$ cat src/rtl/cordic_polar_to_cart_if.sv
// Stream bundle between a polar (magnitude/angle) source, the polar-to-cartesian
// CORDIC stage and the cartesian consumer.
interface cordic_polar_to_cart_if #(
    parameter int DATA_WIDTH_IN  = 11,
    parameter int ANGLE_WIDTH    = 9,
    parameter int DATA_WIDTH_OUT = 12
);
    logic                             in_valid;
    logic                             in_ready;
    logic [DATA_WIDTH_IN-1:0]         mag_in;
    logic [ANGLE_WIDTH-1:0]           angle_in;
    logic                             out_valid;
    logic                             out_ready;
    logic signed [DATA_WIDTH_OUT-1:0] x_out;
    logic signed [DATA_WIDTH_OUT-1:0] y_out;

    modport slave (
        input  in_valid, mag_in, angle_in, out_ready,
        output in_ready, out_valid, x_out, y_out
    );

    modport master (
        output in_valid, mag_in, angle_in, out_ready,
        input  in_ready, out_valid, x_out, y_out
    );
endinterface

$ cat src/rtl/cordic_polar_to_cart.sv
// Rotation-mode CORDIC: unsigned magnitude + integer-degree angle -> signed x = mag*cos, y = mag*sin.
// Latency ITER+2 cycles from accept to out_valid, one sample per cycle.
// Global stall: while out_valid & ~out_ready every stage holds and in_ready drops.
module cordic_polar_to_cart #(
    parameter int DATA_WIDTH_IN  = 11,
    parameter int ANGLE_WIDTH    = 9,
    parameter int DATA_WIDTH_OUT = 12,
    parameter int ITER           = 8
) (
    input  logic                   clk,
    input  logic                   rst_n,
    cordic_polar_to_cart_if.slave  io
);
    localparam int XW = DATA_WIDTH_IN + 2;
    localparam int PW = XW + 17;

    // atan(2^-i) in degrees, Q16
    localparam logic signed [31:0] ATAN [16] = '{
        32'sd2949120, 32'sd1740992, 32'sd919872, 32'sd466944,
        32'sd234368,  32'sd117312,  32'sd58688,  32'sd29312,
        32'sd14656,   32'sd7360,    32'sd3648,   32'sd1856,
        32'sd896,     32'sd448,     32'sd256,    32'sd128
    };

    // 1/gain = 0.607253 in Q16
    localparam logic signed [PW-1:0] K_SCALE = PW'(39796);

    logic stall;
    assign stall       = io.out_valid & ~io.out_ready;
    assign io.in_ready = ~stall;

    logic                 vld [ITER+1];
    logic signed [XW-1:0] xs  [ITER+1];
    logic signed [XW-1:0] ys  [ITER+1];
    logic signed [31:0]   zs  [ITER];

    // ---------------- angle reduction / quadrant fold ----------------
    logic [ANGLE_WIDTH-1:0] ang_raw;
    logic [31:0]            ang_ext;
    logic [31:0]            ang_red;
    logic signed [31:0]     z_deg;
    logic signed [XW-1:0]   mag_s;
    logic signed [XW-1:0]   x_init;

    assign ang_raw = io.angle_in;

    always_comb begin
        ang_ext = 32'(ang_raw);
        ang_red = (ang_ext >= 32'd360) ? ang_ext - 32'd360 : ang_ext;
        mag_s   = $signed({2'b00, io.mag_in});
        x_init  = mag_s;
        z_deg   = $signed(ang_red);
        // fold the left half-plane onto [-90,90] by negating x and shifting by 180
        if (ang_red > 32'd270) begin
            z_deg = $signed(ang_red) - 32'sd360;
        end else if (ang_red > 32'd90) begin
            x_init = -mag_s;
            z_deg  = $signed(ang_red) - 32'sd180;
        end
    end

    logic                 p_vld;
    logic signed [XW-1:0] p_x;
    logic signed [31:0]   p_z;

    always_ff @(posedge clk or negedge rst_n) begin
        if (!rst_n) begin
            p_vld <= 1'b0;
            p_x   <= '0;
            p_z   <= '0;
        end else if (!stall) begin
            // in_ready is high whenever we are not stalled, so in_valid alone marks an accept
            p_vld <= io.in_valid;
            p_x   <= x_init;
            p_z   <= z_deg <<< 16;
        end
    end

    assign vld[0] = p_vld;
    assign xs[0]  = p_x;
    assign ys[0]  = '0;
    assign zs[0]  = p_z;

    // ---------------- micro-rotations ----------------
    for (genvar i = 0; i < ITER; i++) begin : g_rot
        logic                 v_q;
        logic signed [XW-1:0] x_q;
        logic signed [XW-1:0] y_q;
        logic                 rot_pos;

        assign rot_pos = ~zs[i][31];

        always_ff @(posedge clk or negedge rst_n) begin
            if (!rst_n) begin
                v_q <= 1'b0;
                x_q <= '0;
                y_q <= '0;
            end else if (!stall) begin
                v_q <= vld[i];
                x_q <= rot_pos ? xs[i] - (ys[i] >>> i) : xs[i] + (ys[i] >>> i);
                y_q <= rot_pos ? ys[i] + (xs[i] >>> i) : ys[i] - (xs[i] >>> i);
            end
        end

        assign vld[i+1] = v_q;
        assign xs[i+1]  = x_q;
        assign ys[i+1]  = y_q;

        // the residual angle after the final rotation is never consumed
        if (i < ITER-1) begin : g_z
            logic signed [31:0] z_q;

            always_ff @(posedge clk or negedge rst_n) begin
                if (!rst_n) begin
                    z_q <= '0;
                end else if (!stall) begin
                    z_q <= rot_pos ? zs[i] - ATAN[i] : zs[i] + ATAN[i];
                end
            end

            assign zs[i+1] = z_q;
        end
    end

    // ---------------- gain compensation ----------------
    logic signed [PW-1:0] x_ext;
    logic signed [PW-1:0] y_ext;
    logic signed [PW-1:0] x_prod;
    logic signed [PW-1:0] y_prod;

    assign x_ext  = {{(PW-XW){xs[ITER][XW-1]}}, xs[ITER]};
    assign y_ext  = {{(PW-XW){ys[ITER][XW-1]}}, ys[ITER]};
    assign x_prod = x_ext * K_SCALE;
    assign y_prod = y_ext * K_SCALE;

    logic                             o_vld;
    logic signed [DATA_WIDTH_OUT-1:0] o_x;
    logic signed [DATA_WIDTH_OUT-1:0] o_y;

    always_ff @(posedge clk or negedge rst_n) begin
        if (!rst_n) begin
            o_vld <= 1'b0;
            o_x   <= '0;
            o_y   <= '0;
        end else if (!stall) begin
            o_vld <= vld[ITER];
            o_x   <= DATA_WIDTH_OUT'(x_prod >>> 16);
            o_y   <= DATA_WIDTH_OUT'(y_prod >>> 16);
        end
    end

    assign io.out_valid = o_vld;
    assign io.x_out     = o_x;
    assign io.y_out     = o_y;
endmodule

$ cat src/flat_wrapper.sv
// flat-port wrapper written by rule: the top's interface ports become plain ports
module cordic_polar_to_cart_flat 
#(
    parameter int DATA_WIDTH_IN  = 11,
    parameter int ANGLE_WIDTH    = 9,
    parameter int DATA_WIDTH_OUT = 12,
    parameter int ITER           = 8
)
  (clk, rst_n, io_in_valid, io_mag_in, io_angle_in, io_out_ready, io_in_ready, io_out_valid, io_x_out, io_y_out);
  cordic_polar_to_cart_if #(.DATA_WIDTH_IN(DATA_WIDTH_IN), .ANGLE_WIDTH(ANGLE_WIDTH), .DATA_WIDTH_OUT(DATA_WIDTH_OUT)) io_i ();
  input  logic clk;
  input  logic rst_n;
  input wire logic [$bits(io_i.in_valid)-1:0] io_in_valid;
  input wire logic [$bits(io_i.mag_in)-1:0] io_mag_in;
  input wire logic [$bits(io_i.angle_in)-1:0] io_angle_in;
  input wire logic [$bits(io_i.out_ready)-1:0] io_out_ready;
  output wire logic [$bits(io_i.in_ready)-1:0] io_in_ready;
  output wire logic [$bits(io_i.out_valid)-1:0] io_out_valid;
  output wire logic [$bits(io_i.x_out)-1:0] io_x_out;
  output wire logic [$bits(io_i.y_out)-1:0] io_y_out;
  assign io_i.in_valid = io_in_valid;
  assign io_i.mag_in = io_mag_in;
  assign io_i.angle_in = io_angle_in;
  assign io_i.out_ready = io_out_ready;
  assign io_in_ready = io_i.in_ready;
  assign io_out_valid = io_i.out_valid;
  assign io_x_out = io_i.x_out;
  assign io_y_out = io_i.y_out;
  cordic_polar_to_cart #(.DATA_WIDTH_IN(DATA_WIDTH_IN), .ANGLE_WIDTH(ANGLE_WIDTH), .DATA_WIDTH_OUT(DATA_WIDTH_OUT), .ITER(ITER)) u_core (.clk(clk), .rst_n(rst_n), .io(io_i));
endmodule
$ cat config.mk
export PLATFORM = sky130hd
export DESIGN_NAME = cordic_polar_to_cart_flat
export DESIGN_NICKNAME = d
export VERILOG_FILES = /design/src/rtl/cordic_polar_to_cart_if.sv /design/src/rtl/cordic_polar_to_cart.sv /design/src/flat_wrapper.sv
export SDC_FILE = /design/constraint.sdc
export NUM_CORES = 2
export LEC_CHECK = 0
export BUFFER_PORTS_ARGS = -buffer_cell sky130_fd_sc_hd__buf_2
export CAP_MARGIN = 20
export CORE_MARGIN = 2
export CORE_UTILIZATION = 50
export DETAILED_ROUTE_END_ITERATION = 10
export PLACE_DENSITY = 0.77
export SLEW_MARGIN = 20
export SYNTH_ARGS = -nofsm -noshare
export SYNTH_HDL_FRONTEND = slang
export SYNTH_SLANG_ARGS = --single-unit
$ cat constraint.sdc
create_clock -name clk -period 6.8 [get_ports clk]
set_clock_uncertainty 0.1 [all_clocks]
set_input_delay 1.36 -clock clk [delete_from_list [all_inputs] [get_ports clk]]
set_output_delay 1.36 -clock clk [all_outputs]
set_load 0.05 [all_outputs]
# After elaboration in Yosys (flattened, before gate mapping)
# Cells that the tools add are included.
# word_totals
rom_bits,0
register_bits,495
latchBits,0
n_memories,0
mem_bits_rw,0
elab_cells,119
out_inout_bits,26
# classes
n_mux,27
n_bitwise,3
reduce_logical,0
shifts,0
addsub,47
order_cmp,3
n_eq_ne,0
n_div,0
n_mul,2
# ops
op,n
2-to-1 mux 32 bit,8
2-to-1 mux 13 bit,17
"multiplier 13 x 15 -> 26 bit, second input constant",2
"adder 32 x 17 -> 32 bit, second input constant",1
"adder 32 x 18 -> 32 bit, second input constant",1
"adder 32 x 19 -> 32 bit, second input constant",1
"adder 32 x 20 -> 32 bit, second input constant",1
"adder 32 x 21 -> 32 bit, second input constant",1
"adder 32 x 22 -> 32 bit, second input constant",1
"adder 32 x 23 -> 32 bit, second input constant",1
"greater-than comparator 32 x 7 -> 1 bit, second input constant",1
"greater-than comparator 32 x 9 -> 1 bit, second input constant",1
2-to-1 mux 16 bit,2
"subtractor 32 x 17 -> 32 bit, second input constant",1
"subtractor 32 x 18 -> 32 bit, second input constant",1
"subtractor 32 x 19 -> 32 bit, second input constant",1
"subtractor 32 x 20 -> 32 bit, second input constant",1
"subtractor 32 x 21 -> 32 bit, second input constant",1
"subtractor 32 x 22 -> 32 bit, second input constant",1
"subtractor 32 x 23 -> 32 bit, second input constant",1
adder 13 x 10 -> 13 bit,2
adder 13 x 11 -> 13 bit,2
adder 13 x 12 -> 13 bit,2
adder 13 x 6 -> 13 bit,2
18 further kinds,29

# Longest topological paths before layout
# depth
word_depth,5
ltp_mapped,22
depth_no_buf,22

# Least setup slack after synthesis
# Ideal clock, no wire load.
# synth_timing
path_kind,register to register
startpoint,register u_core.g_rot[7].y_q[4]
endpoint,"register u_core.o_y[10], in the netlist u_core.io.y_out[10]"
synth_period_minus_slack_ns,5.596
arrival_ns,5.363
path_stages_with_launch,21
required_time_ns,6.567
path_buffers,0
slack_ns,1.204
setup_ns,0.133
cell_sequence,dfrtp_1 ha_1 fa_1 inv_1 fa_1 inv_1 fa_1 inv_1 fa_1 inv_1 ha_1 ha_1 a21o_1 a21o_1 a31oi_1 o311ai_0 a21oi_1 nor4b_1 a2111oi_0 xor2_1 o21ai_0
# synth_via
elab_chain_cells,1
# synth_rtl
item,line_no,rtl
"start, declared",cordic_polar_to_cart.sv:88,logic signed [XW-1:0] y_q;
"start signal, assigned",cordic_polar_to_cart.sv:101,y_q <= rot_pos ? ys[i] + (xs[i] >>> i) : ys[i] - (xs[i] >>> i);
multiplier 13 x 15 -> 26 bit,cordic_polar_to_cart.sv:134,assign y_prod = y_ext * K_SCALE;
"end signal, assigned",cordic_polar_to_cart.sv:148,o_y <= DATA_WIDTH_OUT'(y_prod >>> 16);
"end, declared",cordic_polar_to_cart.sv:138,logic signed [DATA_WIDTH_OUT-1:0] o_y;
# Every way passes these cells.
# A chain may end at the register's enable or synchronous reset.

# Worst setup path in the final report
# layout_timing
startpoint,register u_core.g_rot[7].x_q[6]
endpoint,"register u_core.o_x[11], in the netlist u_core.io.x_out[11]"
# layout_via
elab_chain_cells,1
# layout_rtl
item,line_no,rtl
"start, declared",cordic_polar_to_cart.sv:87,logic signed [XW-1:0] x_q;
"start signal, assigned",cordic_polar_to_cart.sv:100,x_q <= rot_pos ? xs[i] - (ys[i] >>> i) : xs[i] + (ys[i] >>> i);
multiplier 13 x 15 -> 26 bit,cordic_polar_to_cart.sv:133,assign x_prod = x_ext * K_SCALE;
"end signal, assigned",cordic_polar_to_cart.sv:147,o_x <= DATA_WIDTH_OUT'(x_prod >>> 16);
"end, declared",cordic_polar_to_cart.sv:137,logic signed [DATA_WIDTH_OUT-1:0] o_x;
# Every way passes these cells.

==> flow_metrics.tcl <==
set metrics [dict create \
    status "finished clean" \
    max-clock-path-buffers 3 \
    cts_resized 0 \
    drv_slew 0 \
    ys_warn_count 0 \
    drc 0 \
    min_period_ns 6.09 \
    placementRows 99 \
    postSynthCellCount 4249 \
    clock-sinks 410 \
    numCtsBuffers 50 \
    cpPeakStageDelay_ns 0.58 \
    io_buffers 49 \
    num-nets-final 4931 \
    die_y_microns 276 \
    grt_pass1_wl_microns 138000 \
    clkLatencyLatePin_ns 0.64 \
    ys_seq_elements 410 \
    rsz0062_at_grt "no" \
    regArea_sq_um 10300 \
    grt_pass1_vias 28809 \
    drive_gt1_share_pct 4.84 \
    fin_setup_tns_ns 0 \
    coreArea_sq_um 73200 \
    first_pass_iters 5 \
    max-cap-violations 0 \
    cts_tree "done" \
    antenna_left 0 \
    fillerInstances 6485 \
    multiInputGateArea_sq_um 25100 \
    max_freq_mhz 164 \
    postCtsSetupBuffers 0 \
    initial_core_util_pct 50.7 \
    synth-edff-count 0 \
    die_w_microns 276 \
    h-tree-depth 2 \
    io_pins 50 \
    hold_violations 0 \
    syn-cell-area_sq_um 37100 \
    async_flop_share_pct 100 \
    critPathLaunchType "register" \
    num_vias 28867 \
    ys_types 75 \
    crit_path_cell_trace "ha_1 > inv_1 > fa_1 > inv_1 > fa_1 > fa_1 > fa_1 > fa_1 > ha_1 > and3_1 > a211oi_1 > a211oi_1 > o311ai_0 > a21boi_0 > a21oi_1 > xnor2_1 > a21oi_1" \
    path_delay_family "adder cells" \
    dp_hpwl_microns 58700 \
    slew_headroom_pct 36.9 \
    max_slew.worst_pin.slew_ns 0.946 \
    instances_no_fill 5239 \
    antenna_found_initial 0 \
    end_kind "register" \
    hold_ws_ns 0.354 \
    area_growth_pct 8.09 \
    ys.flop_type "dfrtp_1" \
    crit_fanout 7 \
    finalSetupViolations 0 \
    grt_max_degree 173 \
    worstPathArrival_ns 6.44 \
    post-route-period-util_pct 89.6 \
    wire_per_inst_microns 15.1 \
    critPathRequiredTime_ns 7.14 \
    avgViaCountPerCell 5.51 \
    gp_congestion 0.899 \
    drtIter0Drc 1504 \
    dieArea_sq_um 76400 \
    syn_area_per_cell_sq_um 8.73 \
    grt_remaining_overflow 0 \
    ys_seq_area_share_pct 27.7 \
    diodes 0 \
    clk_pin_slew_ns 0.06 \
    min_path_type "register to register" \
    yosys.area.top_type "dfrtp_1" \
    synth_nets 4942 \
    place_inst 5145 \
    cp_num_buf_inv 2 \
    cts_root_buf "clkbuf_16" \
    grt_usage_pct 21.0 \
    synth.top_cell.area_share_pct 27.7 \
    wirelength_microns 78900 \
    crit_slowest_cell "fa_1" \
    critPathKind "register to register" \
    crit_top_cell "fa_1" \
    synthTopCellsByArea "dfrtp_1 28%, ha_1 18%, fa_1 7.9%, a21oi_1 5.6%, xor2_1 5.1%" \
    ctsHoldBuffers 0 \
]
==> flip-flops by register name (all words and copies together), names as in the netlist <==
| register | count |
|---|---|
| u_core.g_rot.g_z.z_q | 140 |
| u_core.g_rot.y_q | 104 |
| u_core.g_rot.x_q | 103 |
| u_core.p_z | 16 |
| u_core.p_x | 13 |
| u_core.io.x_out | 12 |
| u_core.io.y_out | 12 |
| u_core.g_rot.v_q | 8 |
| u_core.io.out_valid | 1 |
| u_core.p_vld | 1 |
==> worst reg2reg max path: cells and delay by family (launching register included) <==
kind,cells,cell delay [ns]
fa+ha+maj,7,3.29
compound gates,6,1.59
simple gates,1,0.20
flops,1,0.49
xor+xnor,1,0.13
buf+inv,2,0.12
==> routing by layer <==
metal | part of all wire [%] | vias up | wire, microns | global-route usage, %
met4 | 2.5 | 0 | 1930 | 6.18
met3 | 2.5 | 113 | 1970 | 1.94
met2 | 50 | 366 | 39300 | 37.6
met5 | 0 | - | 0 | 0
li1 | - | 14676 | - | -
met1 | 45 | 13712 | 35700 | 26.8
==> cells by family (layout without fill, tap and decap cells) <==
kind of cell | Yosys count | count (layout) | synth area share, %
simple gates | 1263 | 1263 | 15.2
compound gates | 1018 | 1018 | 16.7
fa+ha+maj | 669 | 669 | 25.5
buf+inv | 466 | 497 | 4.74
flops | 410 | 410 | 27.7
xor+xnor | 392 | 392 | 9.26
mux | 31 | 31 | 0.887
==> cell type report <==
type / count / area share [%]
clock buffers: 71 / 3.64
multi-input cells: 3373 / 62.6
flip-flops and latches: 410 / 25.6
well taps: 959 / 2.99
inverters: 336 / 3.16
repair buffers: 67 / 1.07
clock inverters: 23 / 0.983
==> Yosys cell counts (6+ instances only) <==
library cell,n
or2_2,25
nand2b_1,37
a2111oi_0,6
o211ai_1,11
o31ai_1,36
o31a_1,8
o21ai_0,211
nor3_1,112
nor2_1,434
a21boi_0,15
o21a_1,41
clkbuf_1,115
nor4_1,11
or3_1,41
and2_1,12
nand2_1,414
nor4b_1,6
fa_1,146
dfrtp_1,410
a211o_1,9
nand3_1,52
a31oi_1,43
o21bai_1,13
inv_1,336
xor2_1,218
o311ai_0,6
nor2b_1,54
nor3b_1,7
a21oi_1,414
mux2_2,15
o311a_1,8
a41oi_1,11
nand4_1,11
a211oi_1,18
mux2i_1,16
buf_1,12
ha_1,523
o21ai_1,10
and3_1,30
o41ai_1,20
a21o_1,90
xnor2_1,174
==> cells in the final DEF (no fill, tap or decap), types with 52 or more instances in the layout <==
cell type  instances
a21oi_1          414
o21ai_0          211
ha_1             523
xnor2_1          174
nor3_1           112
nand3_1           52
nand2_1          414
nor2b_1           53
inv_1            335
xor2_1           218
fa_1             146
a21o_1            90
nor2_1           434
dfrtp_1          410
==> worst paths after layout <==
kind                                        startpoint                           to  slack [ns]  cells past startpoint
worst min-delay path               u_core.g_rot[2].v_q          u_core.g_rot[3].v_q        0.35                      2
worst min register to register     u_core.g_rot[2].v_q          u_core.g_rot[3].v_q        0.35                      2
max in group asynchronous                        rst_n  u_core.g_rot[5].g_z.z_q[29]        4.72                      2
worst max register to register  u_core.g_rot[7].x_q[6]          u_core.io.x_out[11]        0.71                     17
worst max-delay path            u_core.g_rot[7].x_q[6]          u_core.io.x_out[11]        0.71                     17
min in group asynchronous                        rst_n       u_core.g_rot[2].x_q[0]        0.55                      1
==> metrics by stage <==
| stage | area [sq um] | setup WS [ns] | utilization, % |
|---|---|---|---|
| final | 40100 | 0.710 | 54.8 |
| after floorplan | 37100 | 1.20 | - |
| after global placement | 38200 | 0.811 | 52.2 |
| after global routing | 40100 | 0.222 | 54.8 |
| after CTS | 40100 | 0.707 | 54.8 |
| after detailed placement | 38200 | 0.713 | 52.2 |
Power is not shown: default switching activity piles up to over one toggle a cycle in this logic, so the estimate is an artifact.
